===== src/rtl/forest_vote_pkg.sv =====
// forest_vote_pkg: shared state encoding, derived widths and parameter legality for the streaming voter
package forest_vote_pkg;
  typedef enum logic [1:0] {ACCUM, SCAN, OUT} state_e;
  localparam int TIE_LOWEST = 0;
  localparam int TIE_FIXED = 1;
  function automatic int cnt_w(int trees);
    return $clog2(trees + 1);
  endfunction
  function automatic int beat_w(int beats);
    return beats > 1 ? $clog2(beats) : 1;
  endfunction
  function automatic bit params_ok(int nt, int nc, int cw, int tpb, int tm, int tc);
    return tpb >= 1 && nt % tpb == 0 && nc >= 2 && (1 << cw) >= nc &&
           (tm == TIE_LOWEST || tm == TIE_FIXED) && tc >= 0 && tc < nc;
  endfunction
endpackage


===== src/rtl/majority_vote_stream_if.sv =====
// majority_vote_stream_if: vote input stream and result output stream of the voter
interface majority_vote_stream_if #(
  parameter int TREES_PER_BEAT = 2,
  parameter int CLASS_W = 2,
  parameter int CNT_W = 3
);
  logic in_valid;
  logic in_ready;
  logic [TREES_PER_BEAT*CLASS_W-1:0] in_votes;
  logic out_valid;
  logic out_ready;
  logic [CLASS_W-1:0] out_class;
  logic [CNT_W-1:0] out_count;
  logic out_tie;
  logic out_err;
  modport master(output in_valid, in_votes, out_ready,
                 input in_ready, out_valid, out_class, out_count, out_tie, out_err);
  modport slave(input in_valid, in_votes, out_ready,
                output in_ready, out_valid, out_class, out_count, out_tie, out_err);
endinterface


===== src/rtl/majority_vote_counter_bank.sv =====
// majority_vote_counter_bank: per-class vote counters with multi-lane increment and invalid-vote detect
module majority_vote_counter_bank #(
  parameter int NUM_CLASSES = 4,
  parameter int CLASS_W = 2,
  parameter int TREES_PER_BEAT = 2,
  parameter int CNT_W = 3
) (
  input  logic clk,
  input  logic rst_n,
  input  logic clr_i,
  input  logic en_i,
  input  logic [TREES_PER_BEAT*CLASS_W-1:0] votes_i,
  output logic [NUM_CLASSES-1:0][CNT_W-1:0] cnt_o,
  output logic bad_o
);
  logic [NUM_CLASSES-1:0][CNT_W-1:0] cnt_q, cnt_d;
  always_comb begin
    cnt_d = cnt_q;
    bad_o = 1'b0;
    for (int l = 0; l < TREES_PER_BEAT; l++)
      bad_o = bad_o | (int'(votes_i[l*CLASS_W +: CLASS_W]) >= NUM_CLASSES);
    for (int c = 0; c < NUM_CLASSES; c++)
      for (int l = 0; l < TREES_PER_BEAT; l++)
        if (en_i && votes_i[l*CLASS_W +: CLASS_W] == CLASS_W'(c)) cnt_d[c] = cnt_d[c] + 1'b1;
    if (clr_i) cnt_d = '0;
  end
  always_ff @(posedge clk or negedge rst_n)
    if (!rst_n) cnt_q <= '0;
    else cnt_q <= cnt_d;
  assign cnt_o = cnt_q;
endmodule


===== src/rtl/majority_vote_stream.sv =====
// majority_vote_stream: accumulates NUM_TREES class votes, scans for the argmax one class per cycle, then
// holds the result on a valid/ready output until consumed
module majority_vote_stream
  import forest_vote_pkg::*;
#(
  parameter int NUM_TREES = 6,
  parameter int NUM_CLASSES = 4,
  parameter int CLASS_W = 2,
  parameter int TREES_PER_BEAT = 2,
  parameter int TIE_MODE = 0,
  parameter int TIE_CLASS = 0
) (
  input logic clk,
  input logic rst_n,
  majority_vote_stream_if.slave bus
);
  localparam int CNT_W = cnt_w(NUM_TREES);
  localparam int NB = NUM_TREES / TREES_PER_BEAT;
  localparam int BEAT_W = beat_w(NB);
  localparam int IDX_W = $clog2(NUM_CLASSES + 1);
  if (!params_ok(NUM_TREES, NUM_CLASSES, CLASS_W, TREES_PER_BEAT, TIE_MODE, TIE_CLASS)) begin : g_bad_params
    $error("majority_vote_stream: illegal parameter combination");
  end
  state_e state_q, state_d;
  logic [BEAT_W-1:0] beat_q, beat_d;
  logic [IDX_W-1:0] idx_q, idx_d;
  logic [CNT_W-1:0] best_q, best_d, cur, cnt_q, cnt_d;
  logic [CLASS_W-1:0] bidx_q, bidx_d, cls_q, cls_d;
  logic err_q, err_d, tie_q, tie_d, otie_q, otie_d, oerr_q, oerr_d;
  logic acc, clr, bad;
  logic [NUM_CLASSES-1:0][CNT_W-1:0] counts;
  assign acc = bus.in_valid && state_q == ACCUM;
  assign clr = bus.out_ready && state_q == OUT;
  majority_vote_counter_bank #(
    .NUM_CLASSES(NUM_CLASSES), .CLASS_W(CLASS_W), .TREES_PER_BEAT(TREES_PER_BEAT), .CNT_W(CNT_W)
  ) u_bank (
    .clk(clk), .rst_n(rst_n), .clr_i(clr), .en_i(acc), .votes_i(bus.in_votes), .cnt_o(counts), .bad_o(bad)
  );
  // idx_q runs one past the last class; that extra step registers the result
  always_comb begin
    cur = '0;
    for (int c = 0; c < NUM_CLASSES; c++) if (idx_q == IDX_W'(c)) cur = counts[c];
  end
  always_comb begin
    state_d = state_q;
    beat_d = beat_q;
    idx_d = idx_q;
    err_d = err_q;
    best_d = best_q;
    bidx_d = bidx_q;
    tie_d = tie_q;
    cls_d = cls_q;
    cnt_d = cnt_q;
    otie_d = otie_q;
    oerr_d = oerr_q;
    unique case (state_q)
      ACCUM: if (acc) begin
        err_d = err_q | bad;
        beat_d = beat_q == BEAT_W'(NB - 1) ? '0 : beat_q + 1'b1;
        state_d = beat_q == BEAT_W'(NB - 1) ? SCAN : ACCUM;
        idx_d = '0;
      end
      SCAN: if (idx_q == IDX_W'(NUM_CLASSES)) begin
        cls_d = (TIE_MODE == TIE_FIXED && tie_q) ? CLASS_W'(TIE_CLASS) : bidx_q;
        cnt_d = best_q;
        otie_d = tie_q;
        oerr_d = err_q;
        state_d = OUT;
      end else begin
        idx_d = idx_q + 1'b1;
        if (idx_q == '0) begin
          best_d = cur;
          bidx_d = '0;
          tie_d = 1'b0;
        end else if (cur > best_q) begin
          best_d = cur;
          bidx_d = CLASS_W'(idx_q);
          tie_d = 1'b0;
        end else if (cur == best_q) tie_d = 1'b1;
      end
      OUT: if (clr) begin
        err_d = 1'b0;
        beat_d = '0;
        state_d = ACCUM;
      end
      default: state_d = ACCUM;
    endcase
  end
  always_ff @(posedge clk or negedge rst_n)
    if (!rst_n) begin
      state_q <= ACCUM;
      beat_q <= '0;
      idx_q <= '0;
      err_q <= 1'b0;
      best_q <= '0;
      bidx_q <= '0;
      tie_q <= 1'b0;
      cls_q <= '0;
      cnt_q <= '0;
      otie_q <= 1'b0;
      oerr_q <= 1'b0;
    end else begin
      state_q <= state_d;
      beat_q <= beat_d;
      idx_q <= idx_d;
      err_q <= err_d;
      best_q <= best_d;
      bidx_q <= bidx_d;
      tie_q <= tie_d;
      cls_q <= cls_d;
      cnt_q <= cnt_d;
      otie_q <= otie_d;
      oerr_q <= oerr_d;
    end
  assign bus.in_ready = state_q == ACCUM;
  assign bus.out_valid = state_q == OUT;
  assign bus.out_class = cls_q;
  assign bus.out_count = cnt_q;
  assign bus.out_tie = otie_q;
  assign bus.out_err = oerr_q;
endmodule


===== src/flat_wrapper.sv =====
// flat-port wrapper written by rule: the top's interface ports become plain ports
module majority_vote_stream_flat import forest_vote_pkg::*;
#(
  parameter int NUM_TREES = 6,
  parameter int NUM_CLASSES = 4,
  parameter int CLASS_W = 2,
  parameter int TREES_PER_BEAT = 2,
  parameter int TIE_MODE = 0,
  parameter int TIE_CLASS = 0
)
  (clk, rst_n, bus_in_valid, bus_in_votes, bus_out_ready, bus_in_ready, bus_out_valid, bus_out_class, bus_out_count, bus_out_tie, bus_out_err);
  majority_vote_stream_if #(.TREES_PER_BEAT(TREES_PER_BEAT), .CLASS_W(CLASS_W)) bus_i ();
  input logic clk;
  input logic rst_n;
  input wire logic [$bits(bus_i.in_valid)-1:0] bus_in_valid;
  input wire logic [$bits(bus_i.in_votes)-1:0] bus_in_votes;
  input wire logic [$bits(bus_i.out_ready)-1:0] bus_out_ready;
  output wire logic [$bits(bus_i.in_ready)-1:0] bus_in_ready;
  output wire logic [$bits(bus_i.out_valid)-1:0] bus_out_valid;
  output wire logic [$bits(bus_i.out_class)-1:0] bus_out_class;
  output wire logic [$bits(bus_i.out_count)-1:0] bus_out_count;
  output wire logic [$bits(bus_i.out_tie)-1:0] bus_out_tie;
  output wire logic [$bits(bus_i.out_err)-1:0] bus_out_err;
  assign bus_i.in_valid = bus_in_valid;
  assign bus_i.in_votes = bus_in_votes;
  assign bus_i.out_ready = bus_out_ready;
  assign bus_in_ready = bus_i.in_ready;
  assign bus_out_valid = bus_i.out_valid;
  assign bus_out_class = bus_i.out_class;
  assign bus_out_count = bus_i.out_count;
  assign bus_out_tie = bus_i.out_tie;
  assign bus_out_err = bus_i.out_err;
  majority_vote_stream #(.NUM_TREES(NUM_TREES), .NUM_CLASSES(NUM_CLASSES), .CLASS_W(CLASS_W), .TREES_PER_BEAT(TREES_PER_BEAT), .TIE_MODE(TIE_MODE), .TIE_CLASS(TIE_CLASS)) u_core (.clk(clk), .rst_n(rst_n), .bus(bus_i));
endmodule

===== config.mk =====
export PLATFORM = sky130hd
export DESIGN_NAME = majority_vote_stream_flat
export DESIGN_NICKNAME = d
export VERILOG_FILES = /design/src/rtl/forest_vote_pkg.sv /design/src/rtl/majority_vote_stream_if.sv /design/src/rtl/majority_vote_counter_bank.sv /design/src/rtl/majority_vote_stream.sv /design/src/flat_wrapper.sv
export SDC_FILE = /design/constraint.sdc
export NUM_CORES = 1
export LEC_CHECK = 0
export CAP_MARGIN = 20
export CORE_ASPECT_RATIO = 0.7
export CORE_MARGIN = 10
export CORE_UTILIZATION = 30
export CTS_CLUSTER_DIAMETER = 50
export DETAILED_ROUTE_END_ITERATION = 10
export GPL_TIMING_DRIVEN = 1
export PLACE_DENSITY = 0.52
export SKIP_LAST_GASP = 1
export SYNTH_ARGS = -nofsm -noshare
export SYNTH_HDL_FRONTEND = slang
export SYNTH_SLANG_ARGS = --single-unit

===== constraint.sdc =====
create_clock -name clk -period 2.6 [get_ports clk]
set_clock_uncertainty 0.15 [all_clocks]
set_input_delay 0.52 -clock clk [delete_from_list [all_inputs] [get_ports clk]]
set_output_delay 0.52 -clock clk [all_outputs]
set_load 0.1 [all_outputs]

==> flow_summary_export.csv <==
group,metric,value,unit
worst_hold_path,worst_hold_path_type,"reg2reg",
synthesis,synth-seq-area-share,40.66,%
finish,multiInputGateArea,1162,um2
synthesis,synth_warnings,0,
die,rows,24,
synthesis,netlist_top_cells_count,"dfrtp_1 (31), nand2_1 (19), ha_1 (16), o21ai_0 (15), mux2i_1 (12)",
clock_network,cts_tree,"built",
routing,postRouteAntennaNets,0,
die,start_util,30.85,%
routing,dr.pass1.iters,4,
synthesis,synth_edf_count,0,
synthesis,ys_ff_latch,31,
finish,final_cell_count_no_fill,314,
sta,post-route-period-util,99.28,%
global_routing,met1_usage,12.77,%
clock_network,cts_sinks,31,
clock_network,clkTransAtPathRegs,70,ps
finish,seqCellArea,777.0,um2
synthesis,synth_most_common_cell,"dfrtp_1",
worst_setup_path,critPathMaxStageDelay,420,ps
global_routing,gr-total-overflow,0,
placed_design,dpl_cell_area,2341,um2
global_routing,grt_pass1_vias,1525,
routing,drc,0,
worst_setup_path,critPathKind,"reg2reg",
die,io_pins,17,
sta,hold_viol,0,
global_routing,grt_most_used_layer,"met2",
routing,wl_per_cell,14.80,um
synthesis,syn_area,1908,um2
routing,vias,1518,
global_routing,grt_util_all_layers,9.613,%
worst_hold_path,min_from,"u_core.bus.out_count[1]",
placed_design,placed_cells,299,
placed_design,gp_congestion,0.7459,
pwr,leakage,1.235,nW
die,core,6186,um2
die,dieArea,10000,um2
worst_setup_path,start_kind,"flop",
clock_network,cts_hold_buffers,0,
finish,area_growth_syn_to_layout,35.74,%
clock_network,root_buffer,"clkbuf_8",
finish,design_area,2590,um2
synthesis,synthTopCellsByArea,"dfrtp_1 (41%), ha_1 (10%), mux2i_1 (6.3%)",
placed_design,dp_hpwl,3402,um
global_routing,met2_usage,14.49,%
routing,wl,4646,um
synthesis,synth_top_area_share,40.66,%
sta,period_minus_slack,2581,ps
global_routing,grt_max_degree,32,
worst_setup_path,cp-startpoint,"u_core.idx_q[1]",
worst_setup_path,slowest_stage,"dfrtp_1",
sta,fmax,387.4,MHz
sta,setup_viol,0,
routing,vias_per_cell,4.834,
synthesis,synth_cell_types,39,
synthesis,yosysTopAreaCell,"dfrtp_1",
global_routing,grt_pass1_wl,7679,um
clock_network,insertion_delay,290,ps
synthesis,postSynthCellCount,183,
global_routing,antenna_found_initial,0,
synthesis,synth_flop_cell,"dfrtp_1",
worst_setup_path,crit_chain,"buf_6, ha_4, buf_6, a21oi_2, o21ai_1, a32oi_1, ha_1, a31o_2, a21oi_2, o21ai_4, mux2_4",
synthesis,synth_fp_nets,207,
worst_setup_path,cp.required,2620,ps
outcome,status,"finished, final reports clean",
routing,drt-initial-drc-count,59,
synthesis,syn_avg_cell_area,10.43,um2
flow_run,drv_cap,0,
finish,drive_gt1_share,34.75,%
finish,nets,260,
sta,slew_viol_final,0,
synthesis,synthArstFlopShare,100.0,%
pwr,irDropWorstVdd,0.4278,mV
worst_setup_path,cp-end-kind,"flop",
finish,diodes,0,
pwr,power_density,1395,nW/um2
worst_setup_path,regToRegStartpoint,"u_core.idx_q[1]",
worst_setup_path,arrival,2610,ps
die,die_y,86.73,um
clock_network,cts_max_path_buffers,2,
die,fp.dieW,115.3,um
finish,fillers,604,
clock_network,htree_levels,2,
placed_design,port-buffer-count,15,
global_routing,grt.met3_usage,2.968,%
sta,rsz0062_at_grt,"yes",
worst_setup_path,worstPathMaxFanout,5,
clock_network,numCtsBuffers,5,
worst_setup_path,r2r_slack,20,ps
## path summary, 6_finish.rpt
| path | endpoint | cells after the start |
|---|---|---|
| setup / recovery | u_core.best_q[1] | 11 |
| hold / removal | u_core.bus.out_count[1] | 2 |
| setup reg to reg | u_core.best_q[1] | 11 |
| hold reg to reg | u_core.bus.out_count[1] | 2 |
| max in group asynchronous | u_core.idx_q[0] | 2 |
| min in group asynchronous | u_core.bus.out_count[1] | 2 |
## placed cells by master, fill, tap and decap left out, drive strengths merged, types with 3 or more instances in the layout
master         instances
ha                    16
o21ai                 16
nand4b                 3
clkbuf                 6
xnor2                  5
nand2b                 4
a32o                   3
nand4                  3
a21oi                 10
nor2                   6
nand3b                 4
mux2                   7
nand3                  8
inv                   11
mux2i                 12
clkdlybuf4s50          6
dfrtp                 31
buf                   43
nand2                 19
## what timing repair did
item | 4_1_cts | 5_1_grt
endpoints found under the setup margin | 6 | 5
resized for setup | 15 | 12
setup buffers | 7 | 1
gates cloned | 0 | 0
pin swaps | 6 | 4
## logic make-up (layout without fill, tap and decap cells)
logic type	count (synthesis)	count (layout)	synth area share [%]
muxes	19	19	10.43
buffers and inverters	15	68	3.541
DFF	31	31	40.66
other	1	1	0.1965
adders and majority gates	16	16	10.49
and+or+nand+nor	58	58	18.95
xor gates and xnor gates	8	8	4.787
AOI/OAI and AO/OA	35	35	10.95
## registers in the layout, indices dropped and copies added (netlist names)
register / cells
u_core.bus.out_class: 2
u_core.tie_q: 1
u_core.state_q: 2
u_core.beat_q: 2
u_core.bus.out_tie: 1
u_core.bus.out_count: 3
u_core.idx_q: 3
u_core.best_q: 3
u_core.u_bank.cnt_o: 12
u_core.bidx_q: 2
## area by class of cell
cell class	instances	share of cell area (%)
Tap cell	78	3.768
Clock inverter	1	0.1932
Timing Repair Buffer	50	16.38
Clock buffer	6	3.188
Inverter	11	1.594
Sequential cell	31	30.00
Multi-Input combinational cell	137	44.88
## critical path: cells and delay by family (launching register included)
kind                       cells  cell delay [ps]
buffers and inverters          2              250
muxes                          1              310
DFF                            1              420
AOI/OAI and AO/OA              6              870
adders and majority gates      2              460
## metrics by stage
step	TNS [ps]	utilization, %	hold WS (ps)	worst slack (ps)	power (mW)
global route	-494.0	41.87	357.1	-112.9	3.898
CTS	-42.42	41.08	337.3	-12.28	3.478
finish	0	41.87	330.1	18.80	3.613
floorplan	0	-	74.41	8.038	2.146
detailed placement	-1964	37.84	321.7	-310.7	2.811
global placement	-1753	37.84	314.6	-259.1	2.786
## routing by layer
metal  part of all wire, %  wire length, um
met4                   1.2               58
met3                   5.3              248
met2                    43             2020
met5                     0                0
met1                    50             2319
## where the power goes
group	total [mW]	leakage, nW	switching, mW	internal (mW)
combinational	2.33	0.799	1.20	1.13
clock	0.390	0.0470	0.183	0.207
sequential	0.893	0.389	0.195	0.698
Note: power is estimated with default switching activity, not from simulation.
==> RTL change, RTL diff (config.mk and constraints unchanged) <==
`CLASS_W` is set to 2 in 4 places; all go to 4.
--- a/src/rtl/majority_vote_stream_if.sv
+++ b/src/rtl/majority_vote_stream_if.sv
@@ -1,7 +1,7 @@
 // majority_vote_stream_if: vote input stream and result output stream of the voter
 interface majority_vote_stream_if #(
   parameter int TREES_PER_BEAT = 2,
-  parameter int CLASS_W = 2,
+  parameter int CLASS_W = 4,
   parameter int CNT_W = 3
 );
   logic in_valid;
--- a/src/rtl/majority_vote_counter_bank.sv
+++ b/src/rtl/majority_vote_counter_bank.sv
@@ -1,7 +1,7 @@
 // majority_vote_counter_bank: per-class vote counters with multi-lane increment and invalid-vote detect
 module majority_vote_counter_bank #(
   parameter int NUM_CLASSES = 4,
-  parameter int CLASS_W = 2,
+  parameter int CLASS_W = 4,
   parameter int TREES_PER_BEAT = 2,
   parameter int CNT_W = 3
 ) (
--- a/src/rtl/majority_vote_stream.sv
+++ b/src/rtl/majority_vote_stream.sv
@@ -5,7 +5,7 @@
 #(
   parameter int NUM_TREES = 6,
   parameter int NUM_CLASSES = 4,
-  parameter int CLASS_W = 2,
+  parameter int CLASS_W = 4,
   parameter int TREES_PER_BEAT = 2,
   parameter int TIE_MODE = 0,
   parameter int TIE_CLASS = 0
--- a/src/flat_wrapper.sv
+++ b/src/flat_wrapper.sv
@@ -3,7 +3,7 @@
 #(
   parameter int NUM_TREES = 6,
   parameter int NUM_CLASSES = 4,
-  parameter int CLASS_W = 2,
+  parameter int CLASS_W = 4,
   parameter int TREES_PER_BEAT = 2,
   parameter int TIE_MODE = 0,
   parameter int TIE_CLASS = 0
Interface: changed (resized bus_in_votes and bus_out_class); port bits go from 17 to 23. No check against the original RTL was run, so the function may have changed too.
==> RTL change against the unedited design <==
Synthesized area rose by 12%; first-iteration DRC count rose by 12%; die area rose by 9.5%; non-clock buffer count rose by 4; worst setup slack improved by 0.023 ns; total power rose by 3.5%; routed wire length rose by 16%; cell area rose by 15%; sequential cell count rose by 4; critical path type unchanged; highest routed layer unchanged.
==> RTL change: results <==
metrics = {
    "grt": {
        "gr-usage-met1": 0.145,
        "grt_max_degree": 36,
        "grt_pass1_vias": 1698,
        "grt_pass1_wl_um": 8810,
        "grt_use_total": 0.0980,
        "grt_use_met3": 0.0281,
        "use_met2": 0.133,
    },
    "drt": {
        "vias": 1713,
        "drc": 0,
        "wl_met3_um": 262,
        "drt_first_pass_iters": 4,
        "vias_per_cell": 4.67,
        "drt-met1-wl_um": 2880,
        "routedWlPerCell_um": 14.6,
        "drtIter0Drc": 66,
        "dr_wl_met2_um": 2180,
    },
    "finish": {
        "seq_cell_count": 35,
        "sh_seq_area": 0.294,
        "buf_share": 0.149,
        "signal_buffers": 54,
        "multi_input_gates": 162,
        "multi_input_area_um2": 1380,
        "nNonClkInverters": 14,
        "clkCellAreaFrac": 0.0378,
        "final_nets": 300,
        "fillers": 686,
        "drive_gt1_frac": 0.344,
    },
    "worst_setup_path": {
        "regToRegSetupSlack_ns": 0.04,
        "rr_worst_depth": 10,
        "crit_path_max_fanout": 6,
        "critical_path.reg2reg.endpoint": "u_core.best_q[2]",
    },
    "placed_design": {
        "gp_congestion": 0.785,
        "dp_hpwl_um": 3870,
        "dp_cells": 355,
        "portBuffers": 21,
    },
    "yosys": {
        "yosys-top-cells-area": "dfrtp_1, ha_1, mux2i_1",
        "syn_nets": 247,
        "synth.avg_cell_area_um2": 9.75,
        "synth_mux_area_frac": 0.0978,
        "ys_types": 43,
        "synthAdderAreaFrac": 0.0937,
        "netlist_top_cells_count": "dfrtp_1, nand2_1, ha_1, o21ai_0, inv_1",
        "synth_seq_area_share": 0.410,
        "synth_compound_gate_area_share": 0.118,
        "yosys.area_share.xor_xnor": 0.0457,
    },
    "sta": {
        "hold_slack_ns": 0.173,
    },
    "run_status": {
        "status": "finished clean",
    },
    "power_and_ir_drop": {
        "irDropWorstVdd_mv": 0.697,
        "leakage_nw": 1.46,
    },
    "worst_hold_path": {
        "hold_path.class": "input port to async pin",
    },
}
[RTL change: worst max-delay path by stage]
stage / start / endpoint / slack, ns / cells past startpoint
floorplan: u_core.idx_q[0] / u_core.best_q[1] / 0.03 / 11
CTS: u_core.idx_q[1] / u_core.best_q[2] / 0.008 / 11
global placement: bus_in_votes[1] / u_core.u_bank.cnt_o[2] / -0.37 / 10
global route: u_core.idx_q[1] / u_core.best_q[2] / -0.06 / 10
finish: u_core.idx_q[1] / u_core.best_q[2] / 0.04 / 10
detailed placement: bus_in_valid / u_core.u_bank.cnt_o[5] / -0.37 / 9
[RTL change: repair_timing]
action / CTS / global route
setup endpoints to repair: 9 / 10
resized for setup: 29 / 20
cloned: 0 / 0
setup buffers: 1 / 4
pin swaps: 4 / 7
[RTL change: power by group]
group,switching (W),internal (W),leakage [nW]
combinational,0.00126,0.00101,0.957
clock,0.000222,0.000286,0.0581
sequential,0.000195,0.000761,0.446
total,0.00168,0.00206,1.46
[RTL change: cell families after synthesis]
kind of cell | count (synthesis)
compound gates | 41
xor+xnor | 8
fa+ha+maj | 16
buf+inv | 22
flops | 35
mux | 20
other cells | 1
simple gates | 76
[RTL change: through the flow]
| step | setup WS (ns) | instance area (µm²) |
|---|---|---|
| after floorplan | 0.0286 | 2140 |
| after global placement | -0.366 | 2630 |
| after detailed placement | -0.373 | 2630 |
| after CTS | 0.00819 | 2850 |
| after global routing | -0.0590 | 2980 |
| final | 0.0416 | 2980 |
[RTL change: worst max-delay path: stages (launching register included)]
cell and delay, ns:
dfrtp_2 0.46, inv_2 0.08, ha_4 0.19, a21oi_2 0.12, o21ai_1 0.09, a32o_2 0.30, ha_4 0.27, and3_4 0.19
a21oi_2 0.05, o21bai_4 0.21, mux2_4 0.33
